File: config.mk
export PLATFORM = sky130hd
export DESIGN_NAME = morse_symbol_ctrl
export DESIGN_NICKNAME = d
export VERILOG_FILES = /design/src/rtl/morse_symbol_ctrl.sv
export SDC_FILE = /design/constraint.sdc
export NUM_CORES = 1
export LEC_CHECK = 0
export ABC_AREA = 1
export BUFFER_PORTS_ARGS = -buffer_cell sky130_fd_sc_hd__clkbuf_2
export CAP_MARGIN = 0
export CORE_MARGIN = 2
export CORE_UTILIZATION = 57
export DETAILED_ROUTE_END_ITERATION = 7
export PLACE_DENSITY = 0.77
export SYNTH_ARGS = -nofsm -noshare
export SYNTH_HDL_FRONTEND = slang
export SYNTH_SLANG_ARGS = --single-unit
File: constraint.sdc
create_clock -name clk -period 2.25 [get_ports clk]
set_clock_uncertainty 0.1 [all_clocks]
set_input_delay 0.1125 -clock clk [delete_from_list [all_inputs] [get_ports clk]]
set_output_delay 0.1125 -clock clk [all_outputs]
set_load 0.1 [all_outputs]
File: src/rtl/morse_symbol_ctrl.sv
// Morse key timing controller: classifies each key-down as dot or dash, drives the
// symbol shift register one bit per press, and flags the inter-letter gap.
module morse_symbol_ctrl #(
    parameter int DASH_TICKS  = 3,
    parameter int GAP_TICKS   = 3,
    parameter int MAX_SYMBOLS = 5,
    parameter int CNT_W       = 8
) (
    input  logic       clk,
    input  logic       reset_n,
    input  logic       tick,
    input  logic       key,
    output logic       shift,
    output logic       SI,
    output logic [2:0] sym_count,
    output logic       letter_done,
    output logic       overflow,
    output logic       busy
);

    localparam logic [1:0] S_IDLE  = 2'd0;
    localparam logic [1:0] S_PRESS = 2'd1;
    localparam logic [1:0] S_GAP   = 2'd2;
    localparam logic [1:0] S_DONE  = 2'd3;

    logic [1:0]       state;
    logic [CNT_W-1:0] cnt;
    logic [CNT_W-1:0] cnt_inc;

    // Saturating tick count; long presses pin at full scale and still read as dash.
    assign cnt_inc = (tick && !(&cnt)) ? cnt + 1'b1 : cnt;

    always_ff @(posedge clk or negedge reset_n) begin
        if (!reset_n) begin
            state       <= S_IDLE;
            cnt         <= '0;
            shift       <= 1'b0;
            SI          <= 1'b0;
            sym_count   <= 3'd0;
            letter_done <= 1'b0;
            overflow    <= 1'b0;
            busy        <= 1'b0;
        end else begin
            shift       <= 1'b0;
            letter_done <= 1'b0;
            case (state)
                S_IDLE: begin
                    if (key) begin
                        state     <= S_PRESS;
                        busy      <= 1'b1;
                        cnt       <= '0;
                        sym_count <= 3'd0;
                        overflow  <= 1'b0;
                    end
                end
                S_PRESS: begin
                    if (!key) begin
                        // The release-cycle tick is deliberately ignored: classify on cnt.
                        if (sym_count < 3'(MAX_SYMBOLS)) begin
                            shift     <= 1'b1;
                            SI        <= (cnt >= CNT_W'(DASH_TICKS));
                            sym_count <= sym_count + 3'd1;
                        end else begin
                            overflow <= 1'b1;
                        end
                        cnt   <= '0;
                        state <= S_GAP;
                    end else begin
                        cnt <= cnt_inc;
                    end
                end
                S_GAP: begin
                    if (key) begin
                        state <= S_PRESS;
                        cnt   <= '0;
                    end else if (cnt_inc >= CNT_W'(GAP_TICKS)) begin
                        state       <= S_DONE;
                        letter_done <= 1'b1;
                        cnt         <= '0;
                    end else begin
                        cnt <= cnt_inc;
                    end
                end
                S_DONE: begin
                    state <= S_IDLE;
                    busy  <= 1'b0;
                end
                default: begin
                    state <= S_IDLE;
                    busy  <= 1'b0;
                end
            endcase
        end
    end

endmodule

**After elaboration in Yosys (flattened, before gate mapping)**

Cells that the tools add are included.

- Bits in registers: 18
- Output and inout port bits: 8
- Input bits: 4
- Logic and storage cells: 62

- Reduce and logical (&&, ||, !) cells: 13
- Equal/unequal tests: 8
- Bitwise operators: 1
- Multiplexer cells: 27
- $lt $le $gt $ge: 3
- $add $sub $neg: 2

Operator list:

| cell | count |
|---|---|
| two-way mux 8 bit | 5 |
| case mux 8 bit (3 select lines) | 1 |
| >= comparator 8 x 2 -> 1 bit (second input constant) | 2 |
| two-way mux 1 bit | 10 |
| two-way mux 3 bit | 3 |
| adder 8 x 1 -> 8 bit (second input constant) | 1 |
| two-way mux 2 bit | 4 |
| != test 2 bit (second input constant) | 4 |
| case mux 2 bit (4 select lines) | 1 |
| AND reduction 4 bit | 2 |
| AND reduction 8 bit | 1 |
| case mux 3 bit (2 select lines) | 1 |
| AND reduction 3 bit | 2 |
| == test 2 bit (second input constant) | 2 |
| case mux 1 bit (2 select lines) | 2 |
| AND reduction 2 bit | 2 |
| nonzero test 2 bit | 2 |
| adder 3 x 1 -> 3 bit (second input constant) | 1 |
| < comparator 3 bit (second input constant) | 1 |
| != test 3 bit (second input constant) | 1 |
| nonzero test 3 bit | 1 |
| == test 2 x 1 -> 1 bit (second input constant) | 1 |
| zero test 2 bit | 1 |
| logical AND 1 bit | 1 |
| other kinds (2) | 2 |

**Logic depth before layout (Yosys ltp)**

Gate-level depths: netlist of run 1.

- Depth in word-level cells: 8
- Gate-level depth with buffers: 14
- Gate-level depth less buffers: 14

**Worst setup path before layout of run 1**

Ideal clock, no wire load.

- Path kind: reg-to-reg
- Start: register sym_count[0]
- End: register sym_count[2]
- Slack: 0.384 ns
- Cell stages (with the launch flop): 8
- Arrival: 1.642 ns
- Cells stage by stage: dfrtp_1 > inv_1 > a21oi_1 > nor2_1 > o21ai_1 > inv_2 > nand3_1 > o21ai_1

- Cells in the longest elaborated chain, start to end: 4

RTL lines:

| item | line | text |
|---|---|---|
| from (decl) | 15 | `output logic [2:0] sym_count,` |
| from (signal assigned) | 62 | `sym_count <= sym_count + 3'd1;` |
| adder 3 x 1 -> 3 bit | 62 |  |
| two-way mux 3 bit | 59 | `if (sym_count < 3'(MAX_SYMBOLS)) begin` |
| two-way mux 3 bit | 57 | `if (!key) begin` |
| case mux 3 bit (2 select lines) | 46 | `case (state)` |

Parallel ways exist; a longest one is shown, timed or not. The select of a mux whose other input is x is not followed.
A chain may end at the register's enable or synchronous reset.

**Worst setup path in the final report of run 1**

- Start: register cnt[0]
- End: register cnt[1]

- Cells in the longest elaborated chain, start to end: 8

RTL lines:

| item | line | text |
|---|---|---|
| from (decl) | 27 | `logic [CNT_W-1:0] cnt;` |
| from (signal assigned) | 69 | `cnt <= cnt_inc;` |
| from (signal assigned) | 81 | `cnt <= cnt_inc;` |
| branches (longest 3 deep; another with adder 8 x 1 -> 8 bit) | -- |  |
| two-way mux 8 bit * | 31 | `assign cnt_inc = (tick && !(&cnt)) ? cnt + 1'b1 : cnt;` |
| >= comparator 8 x 2 -> 1 bit | 76 | `end else if (cnt_inc >= CNT_W'(GAP_TICKS)) begin` |
| two-way mux 8 bit | 76 |  |
| two-way mux 8 bit | 73 | `if (key) begin` |
| case mux 8 bit (3 select lines) * | 46 |  |

Every way passes the cells marked *.

==> run metrics, run 1 <==
Hold Crit Class in2reg; Vias 1,097; number of global-route vias before repair 978; worst-margin pin slew 550.7 ps; area of the mapped netlist 1185 um2; outcome completed; Top cell by count, worst path nand2_1; drt total wl 2.507 mm; TritonCTS Buffers 3; root cell of the clock tree clkbuf_4; IO buf count 11; # Max-Cap Violations 0; HPWL after DPL 1.964 mm; Final Hold Vio Count 0; # IOs 12; Total GRT Usage 0.2347; Lkg Pwr 0.7285 nW; Setup TNS 0 ps; die area 2460 um2; gpl congestion 0.9195; initial antenna violation count 0; max incr delay on CP 430 ps; Avg Synthesized Cell Area 7.269 um2; Peak VDD IR 1037 uV; Clock transition at path regs 100 ps; synthesis-to-layout area growth 12.04%; Clk Latency, worst-skew pair 300 ps; CTS Sinks 18; #FFs+latches synth 18; Core ar. 1962 um2; antenna violation net count after detailed routing 0; Die X 49.60 um; Crit path required time 2400 ps; Resize count post-CTS 0; post-synth cell types 25; Rows 16; Max H-tree Level 1; FMAX 0.5214 GHz; slowest stage cell, crit path dfrtp_1; WL/cell 12.11 um; post-CTS setup buffer count 0; worst path bufs/invs 1; hold_ws 20.02 ps; # DRC 0; CTS tree done; Slew Limit Fails 0; register area 450.4 um2; clock period minus worst slack 1918 ps; FILL cells 172; starting density of the core 0.6040; Post-Syn Nets 173; Slew HR 0.6344; layout cells sized above 1 0.1778; Mapped Cells 163; Critical Path End Type flip-flop; post-layout util 0.6767; Top delay family on crit path simple AND/OR/NAND/NOR gates; pin count of the biggest net entering global routing 19; grt ovf 0; antenna cells 0; worst path arrival time 2070 ps; Power Dens Cells 1235 nW/um2; multi-input logic area 614.3 um2; warnings from Yosys 0; sequential fraction of the synthesis area 0.3801; clock buffer depth 2; setup violators final 0; initial drt markers 39; CP Launch Type flip-flop; RSZ-0062 raised after global routing no; die height 49.60 um; DR vias/cell 5.300; first-pass GRT wire length 4.360 mm; nets 191; crit path kind reg2reg; critical path fanouts, max 5; Pre-antenna DRT Iters 4; fin crit share 0.8525; cells along the critical path ha_1 -> nand2_1 -> nor2_4 -> nand4_1 -> clkinv_1 -> nand2_1 -> nand2_1 -> nand2_1 -> nor2_2 -> nand3_2 -> nand2_1 -> nand3_1 -> nand2_1
==> stage by stage <==
step / area, um2 / total power, mW / cells / setup slack (ps)
2_1_floorplan: 1185 / 1.228 / 163 / 384.3
6_report: 1328 / 1.640 / 207 / 331.9
3_3_place_gp: 1281 / 1.413 / 202 / 421.5
4_1_cts: 1328 / 1.643 / 207 / 336.7
3_5_place_dp: 1281 / 1.435 / 202 / 367.4
5_1_grt: 1328 / 1.770 / 207 / 148.5
==> path summary, 6_finish.rpt <==
path / from / cells past startpoint / slack (ps) / end
setup / recovery: cnt[0]$_DFFE_PN0P_ / 13 / 330 / cnt[1]$_DFFE_PN0P_
min in group asynchronous: reset_n / 2 / 170 / overflow$_DFFE_PN0P_
hold reg to reg: busy$_DFFE_PN0P_ / 2 / 420 / busy$_DFFE_PN0P_
setup reg to reg: cnt[0]$_DFFE_PN0P_ / 13 / 330 / cnt[1]$_DFFE_PN0P_
hold / removal: key / 2 / 20 / shift$_DFF_PN0_
max in group asynchronous: reset_n / 2 / 1580 / cnt[1]$_DFFE_PN0P_
==> cells in the mapped netlist (all sizes together) <==
master   n  area, um2
o41ai    1      8.760
xor2     2      17.52
nand4    3      18.77
nand3   14      75.07
ha       6      75.07
o31ai    1      7.510
nor2    15      81.32
a21oi    3      15.01
nor3     2      10.01
inv     31      116.4
o21ai   13      65.06
nor4     1      6.260
dfrtp   18      450.4
o22ai    3      18.77
nand3b   1      7.510
nand2   47      201.4
clkinv   1      3.750
a31oi    1      6.260
==> logic make-up after synthesis <==
kind of cell               Yosys count  share of synthesized area
xor gates and xnor gates             2                    0.01479
DFF                                 18                     0.3801
buffers and inverters               32                     0.1014
adders and majority gates            6                    0.06336
and+or+nand+nor                     83                     0.3379
AOI/OAI and AO/OA                   22                     0.1024
==> routing by layer <==
metal  vias up  part of all wire  global-route usage
li1        554                 -                   -
met1       493              0.44              0.3197
met2        45              0.47              0.3778
met3         5             0.074             0.02727
met4         0             0.018             0.09722
met5         -                 0                   0
==> worst register-to-register path, cell delays in order (launching register included) <==
cell	delay [ps]
dfrtp_1	430
ha_1	230
nand2_1	110
nor2_4	160
nand4_1	140
clkinv_1	80
nand2_1	50
nand2_1	80
nand2_1	60
nor2_2	120
nand3_2	90
nand2_1	80
nand3_1	70
nand2_1	60
==> where the power goes <==
part           leakage (nW)  internal [mW]  switching [mW]
Combinational         0.470          0.219           0.739
Sequential            0.238          0.408          0.0681
Clock                0.0210         0.0989           0.107
==> repair_timing <==
action                                  CTS  global route
hold endpoints to repair                 18             0
hold buffers                              1             0
endpoints found under the setup margin    0             0
==> flip-flops by register name (all words and copies together), names as in the netlist <==
register	flops
SI	1
cnt	8
sym_count	3
state	2
busy	1
letter_done	1
shift	1
overflow	1
==> placed cells by master (no fill, tap or decap), drive strengths merged <==
master | netlist | final
a31oi | 1 | 1
nand3 | 14 | 14
o21ai | 13 | 13
o41ai | 1 | 1
clkbuf | 0 | 15
a21oi | 3 | 3
xor2 | 2 | 2
nand3b | 1 | 1
dfrtp | 18 | 18
nor2 | 15 | 15
nand2 | 47 | 47
nand4 | 3 | 3
clkinv | 1 | 1
ha | 6 | 6
nor4 | 1 | 1
o31ai | 1 | 1
o22ai | 3 | 3
inv | 31 | 31
nor3 | 2 | 2
buf | 0 | 1
dlygate4sd3 | 0 | 1
==> area by class of cell <==
type | count | area share
inverters | 32 | 0.09048
clock buffers | 4 | 0.02733
well taps | 27 | 0.02545
flip-flops and latches | 18 | 0.3393
multi-input cells | 113 | 0.4628
repair buffers | 13 | 0.05467
No activity file was read; power rests on OpenSTA's default activity.
==> run 2: changes to the inputs <==
- RECOVER_POWER: default -> 50
- SLEW_MARGIN: default -> 20
==> run 2 against run 1 <==
Worst hold slack worse by 6.2 ps. Register-to-register slack about the same. Global-route usage unchanged. Clock power about the same. Routed wire length down 1.4%. Cell count unchanged. Core utilization down 0.32 points. Largest cell class unchanged.
==> run metrics, run 2 (same netlist as run 1, synthesis figures left out) <==
Peak VDD IR 1039 uV (was 1037 uV); Slew HR 0.2123 (was 0.6344); Pre-antenna DRT Iters 4 (unchanged); initial antenna violation count 0 (unchanged); final instance area 1321 um2 (was 1328 um2); Setup TNS 0 ps (unchanged); Total GRT Usage 0.2347 (unchanged); worst setup margin 328.9 ps (was 331.9 ps); antenna violation net count after detailed routing 0 (unchanged); Core ar. 1962 um2 (unchanged); clock period minus worst slack 1921 ps (was 1918 ps); Crit path required time 2400 ps (about the same); Power Dens Cells 1234 nW/um2 (was 1235 nW/um2); critical path fanouts, max 5 (unchanged); WL/cell 11.94 um (was 12.11 um); Slew Limit Fails 0 (unchanged); die height 49.60 um (unchanged); max FFs per register 8 (unchanged); root cell of the clock tree clkbuf_4 (unchanged); Resize count post-CTS 0 (unchanged); Hold Buf Count CTS 1 (unchanged); # IOs 12 (unchanged); die area 2460 um2 (unchanged); Critical Path End Type flip-flop (unchanged); CTS Sinks 18 (unchanged); CTS tree done (unchanged); synthesis-to-layout area growth 11.51% (was 12.04%); nets 191 (unchanged); Final Hold Vio Count 0 (unchanged); most frequent cells in the layout nand2_1, inv_1, dfrtp_1 (unchanged); IO buf count 11 (unchanged); grt ovf 0 (unchanged); fin crit share 0.8538 (was 0.8525); outcome completed (unchanged); worst-margin pin slew 1187 ps (was 550.7 ps); layout cells sized above 1 0.1500 (was 0.1778); Clock transition at path regs 100 ps (about the same); clock buffer depth 2 (unchanged); first-pass GRT wire length 4.360 mm (unchanged); Reg with most FFs cnt (unchanged); hold_ws 13.86 ps (was 20.02 ps); # DRC 0 (unchanged); TritonCTS Buffers 3 (unchanged); commonest non-fill, non-tap cell in the layout nand2_1 (unchanged); initial drt markers 40 (was 39); Vias 1,090 (was 1,097); setup violators final 0 (unchanged); Lkg Pwr 0.7129 nW (was 0.7285 nW); FILL cells 176 (was 172); pin count of the biggest net entering global routing 19 (unchanged); Post-DP Area 1281 um2 (unchanged); multi-input logic area 614.3 um2 (unchanged); total chip power 1.631 mW (was 1.640 mW); # Max-Cap Violations 0 (unchanged); drt total wl 2.471 mm (was 2.507 mm); FMAX 0.5205 GHz (was 0.5214 GHz); CP Launch Type flip-flop (unchanged); HPWL after DPL 1.964 mm (unchanged); number of global-route vias before repair 978 (unchanged); Clk Latency, worst-skew pair 300 ps (about the same); starting density of the core 0.6040 (unchanged); Hold Crit Class in2reg (unchanged); Max H-tree Level 1 (unchanged); worst path arrival time 2070 ps (about the same); Rows 16 (unchanged); Die X 49.60 um (unchanged); dpl ws 367.4 ps (unchanged); antenna cells 0 (unchanged); RSZ-0062 raised after global routing no (unchanged); biggest regs cnt (8), sym_count (3), state (2) (unchanged); gpl congestion 0.9195 (unchanged); post-CTS setup buffer count 0 (unchanged); register area 450.4 um2 (unchanged); DR vias/cell 5.266 (was 5.300); crit path kind reg2reg (unchanged)
## run 2: critical path, cell delays in order (launching register included)
cell      delay [ps]
dfrtp_1          430
ha_1             230
nand2_1          110
nor2_4           160
nand4_1          140
clkinv_1          80
nand2_1           50
nand2_1           80
nand2_1           60
nor2_2           120
nand3_2           90
nand2_1           80
nand3_1           70
nand2_1           60
## run 2: layout make-up
class | count | share of cell area
clock buffer | 4 | 0.02746
inverter | 32 | 0.09091
multi-input combinational | 113 | 0.4650
sequential | 18 | 0.3409
tap | 27 | 0.02557
timing repair buffer | 13 | 0.05019
## run 2: final timing paths
check	start	to	slack [ps]	cells after the start
max	cnt[0]$_DFFE_PN0P_	cnt[1]$_DFFE_PN0P_	330	13
min reg2reg	busy$_DFFE_PN0P_	busy$_DFFE_PN0P_	420	2
min in group asynchronous	reset_n	overflow$_DFFE_PN0P_	360	2
max reg2reg	cnt[0]$_DFFE_PN0P_	cnt[1]$_DFFE_PN0P_	330	13
max in group asynchronous	reset_n	cnt[1]$_DFFE_PN0P_	1130	2
min	key	shift$_DFF_PN0_	10	2
## run 2: report_power, final
group | total [mW] | switching [mW] | internal (mW)
combinational | 0.947 | 0.735 | 0.212
sequential | 0.476 | 0.0674 | 0.408
clock | 0.208 | 0.109 | 0.0989
## run 2: per-layer routing
layer / wire length (um) / GRT usage / vias up
met1: 1098 / 0.3197 / 495
met4: 44 / 0.09722 / 0
li1: - / - / 555
met3: 166 / 0.02727 / 5
met5: 0 / 0 / -
met2: 1161 / 0.3778 / 35
## run 2: metrics by stage
step                  util  std cells
floorplan                -        163
global placement    0.6531        202
detailed placement  0.6531        202
CTS                 0.6767        207
global route        0.6735        207
finish              0.6735        207
==> run 3: changes to the inputs <==
- BUFFER_PORTS_ARGS: -buffer_cell sky130_fd_sc_hd__clkbuf_2 -> -buffer_cell sky130_fd_sc_hd__buf_2
==> run 3 against run 2 <==
Setup slack better by 0.87 ps. Sequential share of layout area is the same. Fmax about the same. Register-to-register slack is essentially flat. Critical path type unchanged. Critical endpoint is now state[0]$_DFFE_PN0P_. Largest cell class unchanged. Largest power group unchanged.
==> run metrics, run 3 (same netlist as run 1, synthesis figures left out) <==
Hold Crit Class in2reg (unchanged); layout cells sized above 1 0.1500 (unchanged); Levels on crit path 13 (unchanged); reg-to-reg critical path endpoint state[0]$_DFFE_PN0P_ (was cnt[1]$_DFFE_PN0P_); grt ovf 0 (unchanged); final instance area 1321 um2 (unchanged); worst reg2reg path depth 13 (unchanged); Top delay family on crit path simple AND/OR/NAND/NOR gates (unchanged); IO buf count 11 (unchanged); Layout Cells excl Fill 207 (unchanged); Resize count post-CTS 0 (unchanged); starting density of the core 0.6040 (unchanged); Slew Limit Fails 0 (unchanged); Lkg Pwr 0.7144 nW (was 0.7129 nW); antenna cells 0 (unchanged); Final Hold Vio Count 0 (unchanged); outcome completed (unchanged); initial drt markers 60 (was 40); initial antenna violation count 0 (unchanged); CTS Sinks 18 (unchanged); setup violators final 0 (unchanged); synthesis-to-layout area growth 11.51% (unchanged); Slew HR 0.2130 (was 0.2123); Core ar. 1962 um2 (unchanged); post-layout util 0.6735 (unchanged); die height 49.60 um (unchanged); Post-DP Area 1281 um2 (unchanged); hold_sp key (unchanged); worst path arrival time 2050 ps (was 2070 ps); most frequent cells in the layout nand2_1, inv_1, dfrtp_1 (unchanged); Placed Cells incl. Taps 202 (unchanged); Critical Path End state[0]$_DFFE_PN0P_ (was cnt[1]$_DFFE_PN0P_); FILL cells 188 (was 176); CTS tree done (unchanged); CP Launch Type flip-flop (unchanged); Power Dens Cells 1230 nW/um2 (was 1234 nW/um2); Pre-antenna DRT Iters 4 (unchanged); post-CTS setup buffer count 0 (unchanged); slowest stage cell, crit path dfrtp_1 (unchanged); TritonCTS Buffers 3 (unchanged); gpl congestion 0.9231 (was 0.9195); # Max-Cap Violations 0 (unchanged); Hold Buf Count CTS 1 (unchanged); first-pass GRT wire length 4.153 mm (was 4.360 mm); Reg with most FFs cnt (unchanged); Vias 1,099 (was 1,090); Max H-tree Level 1 (unchanged); critical path fanouts, max 7 (was 5); die area 2460 um2 (unchanged); clock buffer depth 2 (unchanged); Rows 16 (unchanged); Critical Path End Type flip-flop (unchanged); cells along the critical path ha_1 -> nand2_1 -> nor2_4 -> nand2_4 -> nand2_1 -> nand2_1 -> nand2_1 -> nand3_1 -> nor2_2 -> nand3_2 -> nand2_2 -> nand2_1 -> o21ai_1 (was ha_1 -> nand2_1 -> nor2_4 -> nand4_1 -> clkinv_1 -> nand2_1 -> nand2_1 -> nand2_1 -> nor2_2 -> nand3_2 -> nand2_1 -> nand3_1 -> nand2_1); Clk Latency, worst-skew pair 290 ps (was 300 ps); fin crit share 0.8535 (was 0.8538); DR vias/cell 5.309 (was 5.266); R2R Setup Slk 330 ps (about the same); RSZ-0062 raised after global routing no (unchanged); root cell of the clock tree clkbuf_4 (unchanged); biggest regs cnt (8), sym_count (3), state (2) (unchanged); Setup TNS 0 ps (unchanged); CP startpoint cnt[1]$_DFFE_PN0P_ (was cnt[0]$_DFFE_PN0P_); # IOs 12 (unchanged); drt total wl 2.367 mm (was 2.471 mm); max FFs per register 8 (unchanged); Die X 49.60 um (unchanged); Clock transition at path regs 110 ps (was 100 ps); Total GRT Usage 0.2160 (was 0.2347); max incr delay on CP 420 ps (was 430 ps); Critical R2R Launch cnt[1]$_DFFE_PN0P_ (was cnt[0]$_DFFE_PN0P_); worst-margin pin slew 1186 ps (was 1187 ps); nets 191 (unchanged); number of global-route vias before repair 975 (was 978); FMAX 0.5208 GHz (was 0.5205 GHz); WL/cell 11.43 um (was 11.94 um); HPWL after DPL 1.883 mm (was 1.964 mm); crit path kind reg2reg (unchanged); # DRC 0 (unchanged); commonest non-fill, non-tap cell in the layout nand2_1 (unchanged); Top cell by count, worst path nand2_1 (unchanged); antenna violation net count after detailed routing 0 (unchanged); Crit path required time 2380 ps (was 2400 ps); Peak VDD IR 912.2 uV (was 1039 uV); worst path bufs/invs 0 (was 1); pin count of the biggest net entering global routing 19 (unchanged); clock period minus worst slack 1920 ps (was 1921 ps)
## run 3: final cells by class
type / count / area (um2) / share of cell area
clock buffer: 4 / 36.28 / 0.02746
multi-input combinational: 113 / 614.3 / 0.4650
tap: 27 / 33.78 / 0.02557
sequential: 18 / 450.4 / 0.3409
timing repair buffer: 13 / 66.31 / 0.05019
inverter: 32 / 120.1 / 0.09091
## run 3: report_power, final
part | internal [mW] | switching [mW] | total [mW]
combinational | 0.214 | 0.735 | 0.949
clock | 0.0986 | 0.104 | 0.203
sequential | 0.408 | 0.0656 | 0.474
total | 0.721 | 0.905 | 1.63
## run 3: worst min path at each step
stage / to / cells after the start / slack, ps
final: shift$_DFF_PN0_ / 2 / 10
after global routing: shift$_DFF_PN0_ / 2 / 20
after floorplan: SI$_DFFE_PN0P_ / 0 / -280
after global placement: SI$_DFFE_PN0P_ / 1 / -50
after detailed placement: SI$_DFFE_PN0P_ / 1 / -40
after CTS: shift$_DFF_PN0_ / 2 / 7
## run 3: layer usage
layer | up-vias | share of wire | global-route usage
li1 | 553 | - | -
met1 | 499 | 0.47 | 0.3060
met2 | 43 | 0.46 | 0.3489
met3 | 4 | 0.064 | 0.04545
met4 | 0 | 0.0034 | 0.02778
met5 | - | 0 | 0
## run 3: through the flow
step                      power (mW)  setup WS [ps]  hold WS [ps]
final                          1.625          329.7         11.11
after global routing           1.743          109.7         21.43
after CTS                      1.630          336.6         7.060
after detailed placement       1.428          359.8        -37.81
after global placement         1.413          423.3        -46.66
after floorplan                1.228          384.3        -283.1
## run 3: worst register-to-register path: cells and delay by family (launching register included)
family	cells	cell delay [ps]
DFF	1	420
and+or+nand+nor	11	1030
AOI/OAI and AO/OA	1	70
adders and majority gates	1	240
